File: src/rtl/sign_unit.sv
// rtl/sign_unit.sv - two's-complement sign extractor with registered sign/zero/magnitude flags
module sign_unit #(
  parameter int WORD_WIDTH = 16
) (
  input  logic                  clk,
  input  logic                  rst,
  input  logic [WORD_WIDTH-1:0] ans,
  input  logic                  in_valid,
  output logic                  sign_ans,
  output logic                  out_valid,
  output logic                  sign_q,
  output logic                  zero_q,
  output logic [WORD_WIDTH-1:0] abs_q
);

  logic                  w_sign;
  logic                  w_zero;
  logic [WORD_WIDTH-1:0] w_neg;
  logic [WORD_WIDTH-1:0] w_abs;

  logic                  r_out_valid;
  logic                  r_sign;
  logic                  r_zero;
  logic [WORD_WIDTH-1:0] r_abs;

  // The direction logic consumes this in the same cycle, so it never touches clk or rst.
  assign w_sign   = ans[WORD_WIDTH-1];
  assign sign_ans = w_sign;

  assign w_zero = (ans == '0);
  // Most-negative input wraps to itself, which reads back as 2^(WORD_WIDTH-1) unsigned.
  assign w_neg  = ~ans + WORD_WIDTH'(1);
  assign w_abs  = w_sign ? w_neg : ans;

  always_ff @(posedge clk) begin
    if (rst) begin
      r_out_valid <= 1'b0;
      r_sign      <= 1'b0;
      r_zero      <= 1'b1;
      r_abs       <= '0;
    end else begin
      r_out_valid <= in_valid;
      if (in_valid) begin
        r_sign <= w_sign;
        r_zero <= w_zero;
        r_abs  <= w_abs;
      end
    end
  end

  assign out_valid = r_out_valid;
  assign sign_q    = r_sign;
  assign zero_q    = r_zero;
  assign abs_q     = r_abs;

endmodule

File: config.mk
export PLATFORM = sky130hd
export DESIGN_NAME = sign_unit
export DESIGN_NICKNAME = d
export VERILOG_FILES = /design/src/rtl/sign_unit.sv
export SDC_FILE = /design/constraint.sdc
export NUM_CORES = 1
export LEC_CHECK = 0
export ABC_AREA = 1
export BUFFER_PORTS_ARGS = -buffer_cell sky130_fd_sc_hd__buf_2
export CAP_MARGIN = 20
export CORE_MARGIN = 5
export CORE_UTILIZATION = 44
export CTS_CLUSTER_SIZE = 14
export DETAILED_ROUTE_END_ITERATION = 6
export PLACE_DENSITY = 0.77
export SYNTH_ARGS = -nofsm -noshare
export SYNTH_HDL_FRONTEND = slang
export SYNTH_SLANG_ARGS = --single-unit
File: constraint.sdc
create_clock -name clk -period 1 [get_ports clk]
set_input_delay 0.15 -clock clk [delete_from_list [all_inputs] [get_ports clk]]
set_output_delay 0.15 -clock clk [all_outputs]
set_load 0.01 [all_outputs]
==> results of run 1 <==
==> per-stage QoR <==
stage	instance area [µm²]	power, mW
after floorplan	1120	1.08
after global placement	1450	1.27
after detailed placement	1450	1.28
after CTS	1480	1.67
after global routing	1480	1.77
final	1480	1.64
==> synth_stat cells (all sizes together), types with 2 or more instances <==
cell | instances | share of area [%]
dfxtp | 19 | 34
a31oi | 2 | 1.1
inv | 25 | 8.4
o21ai | 18 | 9.1
nor2 | 32 | 11
nand3 | 18 | 8.1
buf | 6 | 3.9
a21oi | 10 | 4.8
nand2 | 35 | 12
xor2 | 4 | 3.1
==> cells by family after synthesis <==
logic type	count (synthesis)	share of synthesized area (%)
AND/OR/NAND/NOR	88	33.2
buffers and inverters	32	13.5
flip-flops	19	34.0
XOR/XNOR	4	3.13
adder cells (fa/ha/maj)	1	1.12
AO/OA/AOI/OAI	30	15.0
==> layer usage <==
layer | share of wire [%] | track usage, % | routed length (µm) | vias up
li1 | - | - | - | 660
met2 | 46 | 27.0 | 1270 | 31
met5 | 0 | 0 | 0 | -
met4 | 1.4 | 7.43 | 39 | 0
met1 | 46 | 23.3 | 1250 | 525
met3 | 6.3 | 1.91 | 173 | 4
==> registers in the layout, summed over array words and instances, names as in the netlist <==
name / cells
abs_q: 16
out_valid: 1
sign_q: 1
zero_q: 1
==> final cells by class <==
type / instances / share of cell area, %
Inverter: 25 / 6.34
Clock buffer: 4 / 1.78
Multi-Input combinational cell: 123 / 40.2
Sequential cell: 19 / 25.7
Timing Repair Buffer: 59 / 23.5
Tap cell: 30 / 2.54
==> timing repair <==
action	CTS	global route
endpoints found under the hold margin	0	0
resized for setup	0	2
endpoints found under the setup margin	0	2
==> worst paths after layout <==
path	slack, ns	to	cells after the start	startpoint
max	0.08	abs_q[8]	1	abs_q[8]
min	0.1	abs_q[15]	2	rst
max reg2reg	0.33	zero_q	2	zero_q
min reg2reg	0.47	abs_q[15]	2	abs_q[15]
==> power by group <==
part | switching, mW | internal (mW) | leakage [nW]
clock | 0.228 | 0.155 | 0.0150
sequential | 0.0210 | 0.810 | 0.158
combinational | 0.238 | 0.191 | 0.649
==> impl_metrics.json, run 1 <==
{
  "num_io_pins": 39,
  "regArea_um2": 380,
  "path_clk_slew_ns": 0.11,
  "required_ns": 0.85,
  "grt_overflow": 0,
  "path_buf_inv": 1,
  "holdWs_ns": 0.0977,
  "tns_ns": 0,
  "die_y_um": 60.4,
  "final_core_util_pct": 60.3,
  "drt-total-wl_um": 2740,
  "grt_start_max_net_pins": 19,
  "grt_pass1_vias": 1152,
  "antenna_left": 0,
  "rsz0062_at_grt": "false",
  "max_stage_delay_ns": 0.34,
  "dieWidth_um": 60.4,
  "clock_skew_ns": 0,
  "fin_crit_sh_pct": 92.2,
  "crit_fanout": 2,
  "maxCapViolations": 0,
  "clock_latency_ns": 0.29,
  "syn_area_um2": 1120,
  "htree_levels": 1,
  "cts_setup_buffers": 0,
  "cp-end-kind": "output port",
  "die_area_um2": 3650,
  "relSlewSlack_pct": 84.0,
  "synth-seq-area-share_pct": 34.0,
  "path_cells": "buf_2",
  "outcome": "completed",
  "vias_per_cell": 4.69,
  "grt_use_total_pct": 17.0,
  "core_area_um2": 2450,
  "cts_buffers": 3,
  "tightest_slew_ns": 0.238,
  "pre_cts_slack_ns": -0.203,
  "initial_core_util_pct": 45.6,
  "synthArstFlopShare_pct": 0,
  "num-nets-final": 251,
  "gp_congestion": 0.854,
  "cts_sinks": 19,
  "powerDensity_nw_per_um2": 1110,
  "cts_tree": "yes",
  "port_buffers": 38,
  "final-hold-violation-count": 0,
  "slew_violations": 0,
  "drc": 0,
  "finalSetupViolCount": 0,
  "final_common_cell": "buf_2",
  "fin_crit_ns": 0.922,
  "layout_common_cells": "38 x buf_2, 33 x nand2_1, 30 x nor2_1",
  "fin_cells": 260,
  "drtIter0Drc": 39,
  "vias": 1220,
  "synth_edf_count": 0,
  "fillers": 232,
  "irDropWorstVdd_mv": 0.747,
  "antenna_found_initial": 0,
  "p_leak_nw": 0.822,
  "dpl.hpwl_um": 2230,
  "clock_path_buffers": 2,
  "syn_nets": 194,
  "avgSynthCellArea_um2": 6.43,
  "antennaDiodeCount": 0,
  "crit_type": "flop to output port",
  "yosys_warnings": 0,
  "routedWlPerCell_um": 10.5,
  "fin_ws_ns": 0.0779,
  "ys.flop_type": "dfxtp_1",
  "synth_cell_types": 22,
  "max_freq_mhz": 1080,
  "row_count": 18,
  "placed_cells": 256,
  "hp-class": "input pin to flop",
  "cp_top_family": "flip-flops",
  "start_kind": "flop",
  "cts-root-buf": "clkbuf_4",
  "syn_inst": 174,
  "layout-drive-gt1-share_pct": 30.9,
  "critPathSlowestCell": "dfxtp_1",
  "cts_hold_buf": 0,
  "cp.arrival_ns": 0.77,
  "areaGrowthSynthToFinish_pct": 32.3,
  "dr.pass1.iters": 4,
  "multi_input_comb_area_um2": 594,
  "grt_pass1_wl_um": 4770,
  "ys_ff_latch": 19
}
Power figures use the tool's default switching activity.
==> run 2: changes to the inputs <==
--- a/config.mk
+++ b/config.mk
@@ -9,10 +9,10 @@
 export BUFFER_PORTS_ARGS = -buffer_cell sky130_fd_sc_hd__buf_2
 export CAP_MARGIN = 20
 export CORE_MARGIN = 5
-export CORE_UTILIZATION = 44
+export CORE_UTILIZATION = 49
 export CTS_CLUSTER_SIZE = 14
 export DETAILED_ROUTE_END_ITERATION = 6
-export PLACE_DENSITY = 0.77
+export PLACE_DENSITY = 0.81
 export SYNTH_ARGS = -nofsm -noshare
 export SYNTH_HDL_FRONTEND = slang
 export SYNTH_SLANG_ARGS = --single-unit
==> constraint.sdc (replaced) <==
create_clock -name clk -period 0.85 [get_ports clk]
set_input_delay 0.1275 -clock clk [delete_from_list [all_inputs] [get_ports clk]]
set_output_delay 0.1275 -clock clk [all_outputs]
set_load 0.01 [all_outputs]
==> run 2 against run 1 <==
Compared with the run above:
- the flow now finishes with violations (setup timing)
- first-iteration DRC count shrank 23%
- cell count grew 0.38%
- via count grew 11%
- hold slack gained 0.020 ns
- clock skew is the same
- critical path depth is the same
- sequential power grew 22%
- routed wire length grew 22%
- register-to-register slack lost 0.23 ns
- global-route usage grew 2.6 points
- largest power group unchanged
==> impl_metrics.json, run 2 (synthesis results as in run 1) <==
{
  "clockPowerShare_pct": 22.2,
  "cp-end-kind": "output port",
  "antenna_found_initial": 0,
  "rr_endpoint": "abs_q[4]",
  "cts_hold_buf": 0,
  "sw_frac_of_total_pct": 30.6,
  "grt_start_max_net_pins": 21,
  "core_area_um2": 2190,
  "final-hold-violation-count": 0,
  "grt_pass1_vias": 1356,
  "fin_crit_sh_pct": 104,
  "htree_levels": 1,
  "power_frac_seq_pct": 47.6,
  "holdWs_ns": 0.117,
  "dr_wl_met2_um": 1650,
  "final_common_cell": "nand2_1",
  "crit_type": "flop to output port",
  "path_cells": "buf_6",
  "path_buf_inv": 1,
  "port_buffers": 38,
  "largest_reg_flops": 16,
  "clock_skew_ns": 0,
  "areaGrowthSynthToFinish_pct": 52.7,
  "antennaDiodeCount": 0,
  "path_clk_slew_ns": 0.11,
  "required_ns": 0.72,
  "irDropWorstVdd_mv": 0.915,
  "tightest_slew_ns": 0.288,
  "clock_latency_ns": 0.30,
  "fillers": 145,
  "p_leak_nw": 0.878,
  "hold_end": "abs_q[15]",
  "worstHoldStart": "rst",
  "clock_path_buffers": 2,
  "drc": 0,
  "hold_depth": 3,
  "r2r_cells": 3,
  "dr_wl_met3_um": 253,
  "dpl.hpwl_um": 2430,
  "ff2ff_setup_slack_ns": 0.10,
  "dr.pass1.iters": 4,
  "cp_top_family": "flip-flops",
  "r2r_start": "abs_q[4]",
  "drt-total-wl_um": 3340,
  "grt_use_total_pct": 19.7,
  "vias": 1353,
  "drtIter0Drc": 30,
  "rsz0062_at_grt": "true",
  "start_kind": "flop",
  "outcome": "finished with violations",
  "max_stage_delay_ns": 0.34,
  "layout_common_cells": "33 x nand2_1, 28 x nor2_1, 23 x inv_1, 23 x buf_4, 20 x buf_6",
  "combPwrFrac_pct": 30.2,
  "cts-root-buf": "clkbuf_4",
  "powerDensity_nw_per_um2": 1240,
  "finalSetupViolCount": 19,
  "slew_violations": 0,
  "p_int_mw": 1.47,
  "gp_congestion": 0.888,
  "highest_layer": "met4",
  "cts_tree": "yes",
  "max_freq_mhz": 1130,
  "hp-class": "input pin to flop",
  "violations": "setup timing",
  "grt_overflow": 0,
  "p_switching_uw": 647,
  "fin_ws_ns": -0.0346,
  "cts_sinks": 19,
  "vias_per_cell": 5.18,
  "layout-drive-gt1-share_pct": 40.8,
  "maxCapViolations": 0,
  "num-nets-final": 254,
  "die_area_um2": 3340,
  "fin_crit_ns": 0.885,
  "cp.arrival_ns": 0.76,
  "critPathSlowestCell": "dfxtp_2",
  "routedWlPerCell_um": 12.8,
  "relSlewSlack_pct": 80.6,
  "dieWidth_um": 57.8,
  "grt_pass1_wl_um": 5360,
  "crit_fanout": 2,
  "initial_core_util_pct": 51.1,
  "die_y_um": 57.8,
  "num_io_pins": 39,
  "drt-met1-wl_um": 1400,
  "row_count": 17,
  "multi_input_comb_area_um2": 624,
  "regArea_um2": 403,
  "tns_ns": -0.529,
  "cts_buffers": 3,
  "antenna_left": 0
}
run 2: what timing repair did:
item,CTS,global route
buffers inserted,1,2
cloned,0,0
setup endpoints to repair,19,25
hold endpoints to repair,0,0
resized for setup,34,14
pin swaps,0,4
run 2: metal layers:
metal / GRT usage, % / vias to the layer above
li1: - / 663
met1: 22.3 / 613
met2: 35.8 / 69
met3: 4.01 / 8
met4: 7.28 / 0
met5: 0 / -
run 2: metrics by stage:
stage | instance area, µm² | utilization, % | power, mW | cells | worst slack, ns
3_3_place_gp | 1490 | 68.1 | 1.51 | 254 | -0.248
4_1_cts | 1650 | 75.4 | 2.09 | 259 | -0.0379
2_1_floorplan | 1150 | - | 1.29 | 174 | -0.0223
6_report | 1710 | 78.0 | 2.11 | 261 | -0.0346
5_1_grt | 1710 | 78.0 | 2.23 | 261 | -0.0631
3_5_place_dp | 1490 | 68.1 | 1.54 | 254 | -0.298
run 2: how the worst max path moves through the flow:
stage,start,end,depth (start not counted),slack [ns]
after floorplan,ans[1],abs_q[14],9,-0.02
after global placement,ans[1],abs_q[14],10,-0.25
after detailed placement,ans[1],abs_q[10],10,-0.30
after CTS,abs_q[11],abs_q[11],1,-0.04
after global routing,abs_q[3],abs_q[3],1,-0.06
final,abs_q[1],abs_q[1],1,-0.03
run 2: power by group through the flow:
stage / Combinational (mW) / Sequential, mW / Clock (mW)
floorplan: 0.255 / 1.03 / 0
global placement: 0.517 / 0.995 / 0
detailed placement: 0.535 / 1.00 / 0
CTS: 0.607 / 1.00 / 0.477
global route: 0.694 / 1.02 / 0.519
finish: 0.639 / 1.01 / 0.470
run 2: area by class of cell:
class                           count  area share, %
Inverter                           25           6.52
Tap cell                           28           2.05
Timing Repair Buffer               62           29.7
Multi-Input combinational cell    123           36.6
Clock buffer                        4           1.54
Sequential cell                    19           23.6
==> run 3: changes to the inputs <==
--- a/config.mk
+++ b/config.mk
@@ -9,10 +9,10 @@
 export BUFFER_PORTS_ARGS = -buffer_cell sky130_fd_sc_hd__buf_2
 export CAP_MARGIN = 20
 export CORE_MARGIN = 5
-export CORE_UTILIZATION = 49
+export CORE_UTILIZATION = 44
 export CTS_CLUSTER_SIZE = 14
 export DETAILED_ROUTE_END_ITERATION = 6
-export PLACE_DENSITY = 0.81
+export PLACE_DENSITY = 0.77
 export SYNTH_ARGS = -nofsm -noshare
 export SYNTH_HDL_FRONTEND = slang
 export SYNTH_SLANG_ARGS = --single-unit
==> constraint.sdc (replaced) <==
create_clock -name clk -period 0.8 [get_ports clk]
set_input_delay 0.12 -clock clk [delete_from_list [all_inputs] [get_ports clk]]
set_output_delay 0.12 -clock clk [all_outputs]
set_load 0.01 [all_outputs]
==> run 3 against run 2 <==
Compared with the run above:
- the run still ends with setup timing left
- cell count grew 2.7%
- worst setup slack lost 0.043 ns
- sequential share of layout area shrank 1.1 points
- register-to-register slack lost 0.06 ns
- sequential cell count is the same
- critical path depth is the same
- final area grew 4.8%
- global-route usage shrank 1.8 points
- via count shrank 6.2%
==> impl_metrics.json, run 3 (synthesis results as in run 1) <==
{
  "crit_fanout": 2,
  "crit_type": "flop to output port",
  "grt.busiest_layer": "met2",
  "fin_ws_ns": -0.0776,
  "cts_sinks": 19,
  "row_count": 18,
  "cp-end-kind": "output port",
  "finalSetupViolCount": 19,
  "vias_per_cell": 4.74,
  "antennaDiodeCount": 0,
  "start_kind": "flop",
  "holdWs_ns": 0.107,
  "violations": "setup timing",
  "layout-drive-gt1-share_pct": 46.2,
  "pre_cts_slack_ns": -0.320,
  "drc": 0,
  "layout_common_cells": "30 x nand2_1, 28 x buf_4, 25 x nor2_1",
  "placed_cells": 260,
  "rsz0062_at_grt": "true",
  "grt_use_total_pct": 17.8,
  "powerDensity_nw_per_um2": 1270,
  "grt_pass1_vias": 1160,
  "clock_latency_ns": 0.30,
  "dr.pass1.iters": 4,
  "final-hold-violation-count": 0,
  "path_clk_slew_ns": 0.10,
  "relSlewSlack_pct": 81.2,
  "vias": 1269,
  "dpl-instance-area_um2": 1520,
  "max_freq_mhz": 1140,
  "irDropWorstVdd_mv": 0.914,
  "cts-root-buf": "clkbuf_4",
  "num_io_pins": 39,
  "path_cells": "buf_6",
  "antenna_left": 0,
  "drtIter0Drc": 51,
  "cts_tree": "yes",
  "largest_reg_flops": 16,
  "hp-class": "input pin to flop",
  "grt_use_met2_pct": 29.0,
  "routedWlPerCell_um": 11.6,
  "cts_buffers": 3,
  "grt_pass1_wl_um": 4950,
  "drt-total-wl_um": 3120,
  "antenna_found_initial": 0,
  "p_leak_nw": 0.913,
  "fin_crit_ns": 0.878,
  "maxCapViolations": 0,
  "port_buffers": 38,
  "critPathSlowestCell": "dfxtp_2",
  "cts_hold_buf": 0,
  "dieWidth_um": 60.4,
  "num-nets-final": 259,
  "initial_core_util_pct": 45.6,
  "clock_skew_ns": 0,
  "use_met3_pct": 2.55,
  "slew_violations": 0,
  "die_y_um": 60.4,
  "fillers": 187,
  "fin_crit_sh_pct": 110,
  "dpl.hpwl_um": 2230,
  "cp.arrival_ns": 0.76,
  "final_cell_area_um2": 1790,
  "max_stage_delay_ns": 0.34,
  "core_area_um2": 2450,
  "required_ns": 0.68,
  "grt_start_max_net_pins": 22,
  "clock_path_buffers": 2,
  "gp_congestion": 0.841,
  "die_area_um2": 3650,
  "cp_top_family": "flip-flops",
  "areaGrowthSynthToFinish_pct": 60.0,
  "outcome": "finished with violations",
  "final_common_cell": "nand2_1",
  "tns_ns": -1.37,
  "path_buf_inv": 1,
  "htree_levels": 1,
  "met1_usage_pct": 23.1,
  "tightest_slew_ns": 0.282,
  "fin_cells": 268,
  "grt_overflow": 0
}
## run 3: layer usage
metal	vias up	part of all wire, %
met4	0	1.7
met1	557	44
li1	679	-
met5	-	0
met3	5	3.8
met2	28	50
## run 3: timing repair
item,CTS,global route
pin swaps,0,9
setup endpoints to repair,19,29
gates resized for setup,35,26
buffers inserted,2,2
## run 3: per-stage QoR
step / power, mW / utilization [%]
floorplan: 1.37 / -
global placement: 1.63 / 62.1
detailed placement: 1.63 / 62.1
CTS: 2.23 / 69.1
global route: 2.38 / 72.9
finish: 2.27 / 72.9
## run 3: worst paths after layout
kind              slack [ns]   endpoint  cells after the start      start
hold reg to reg         0.50     zero_q                      2     zero_q
setup / recovery       -0.08  abs_q[14]                      1  abs_q[14]
hold / removal          0.11  abs_q[15]                      3        rst
setup reg to reg        0.04   abs_q[1]                      5   abs_q[1]
## run 3: final cells by class
cell class | count | area [µm²] | share of cell area [%]
Clock buffer | 4 | 26.3 | 1.47
Timing Repair Buffer | 67 | 553 | 30.9
Multi-Input combinational cell | 123 | 658 | 36.8
Sequential cell | 19 | 403 | 22.5
Tap cell | 30 | 37.5 | 2.10
Inverter | 25 | 111 | 6.22
## run 3: power breakdown
group          leakage [nW]  switching, mW  internal, mW
combinational         0.735          0.338         0.363
clock                0.0150          0.303         0.195
sequential            0.163         0.0425          1.03
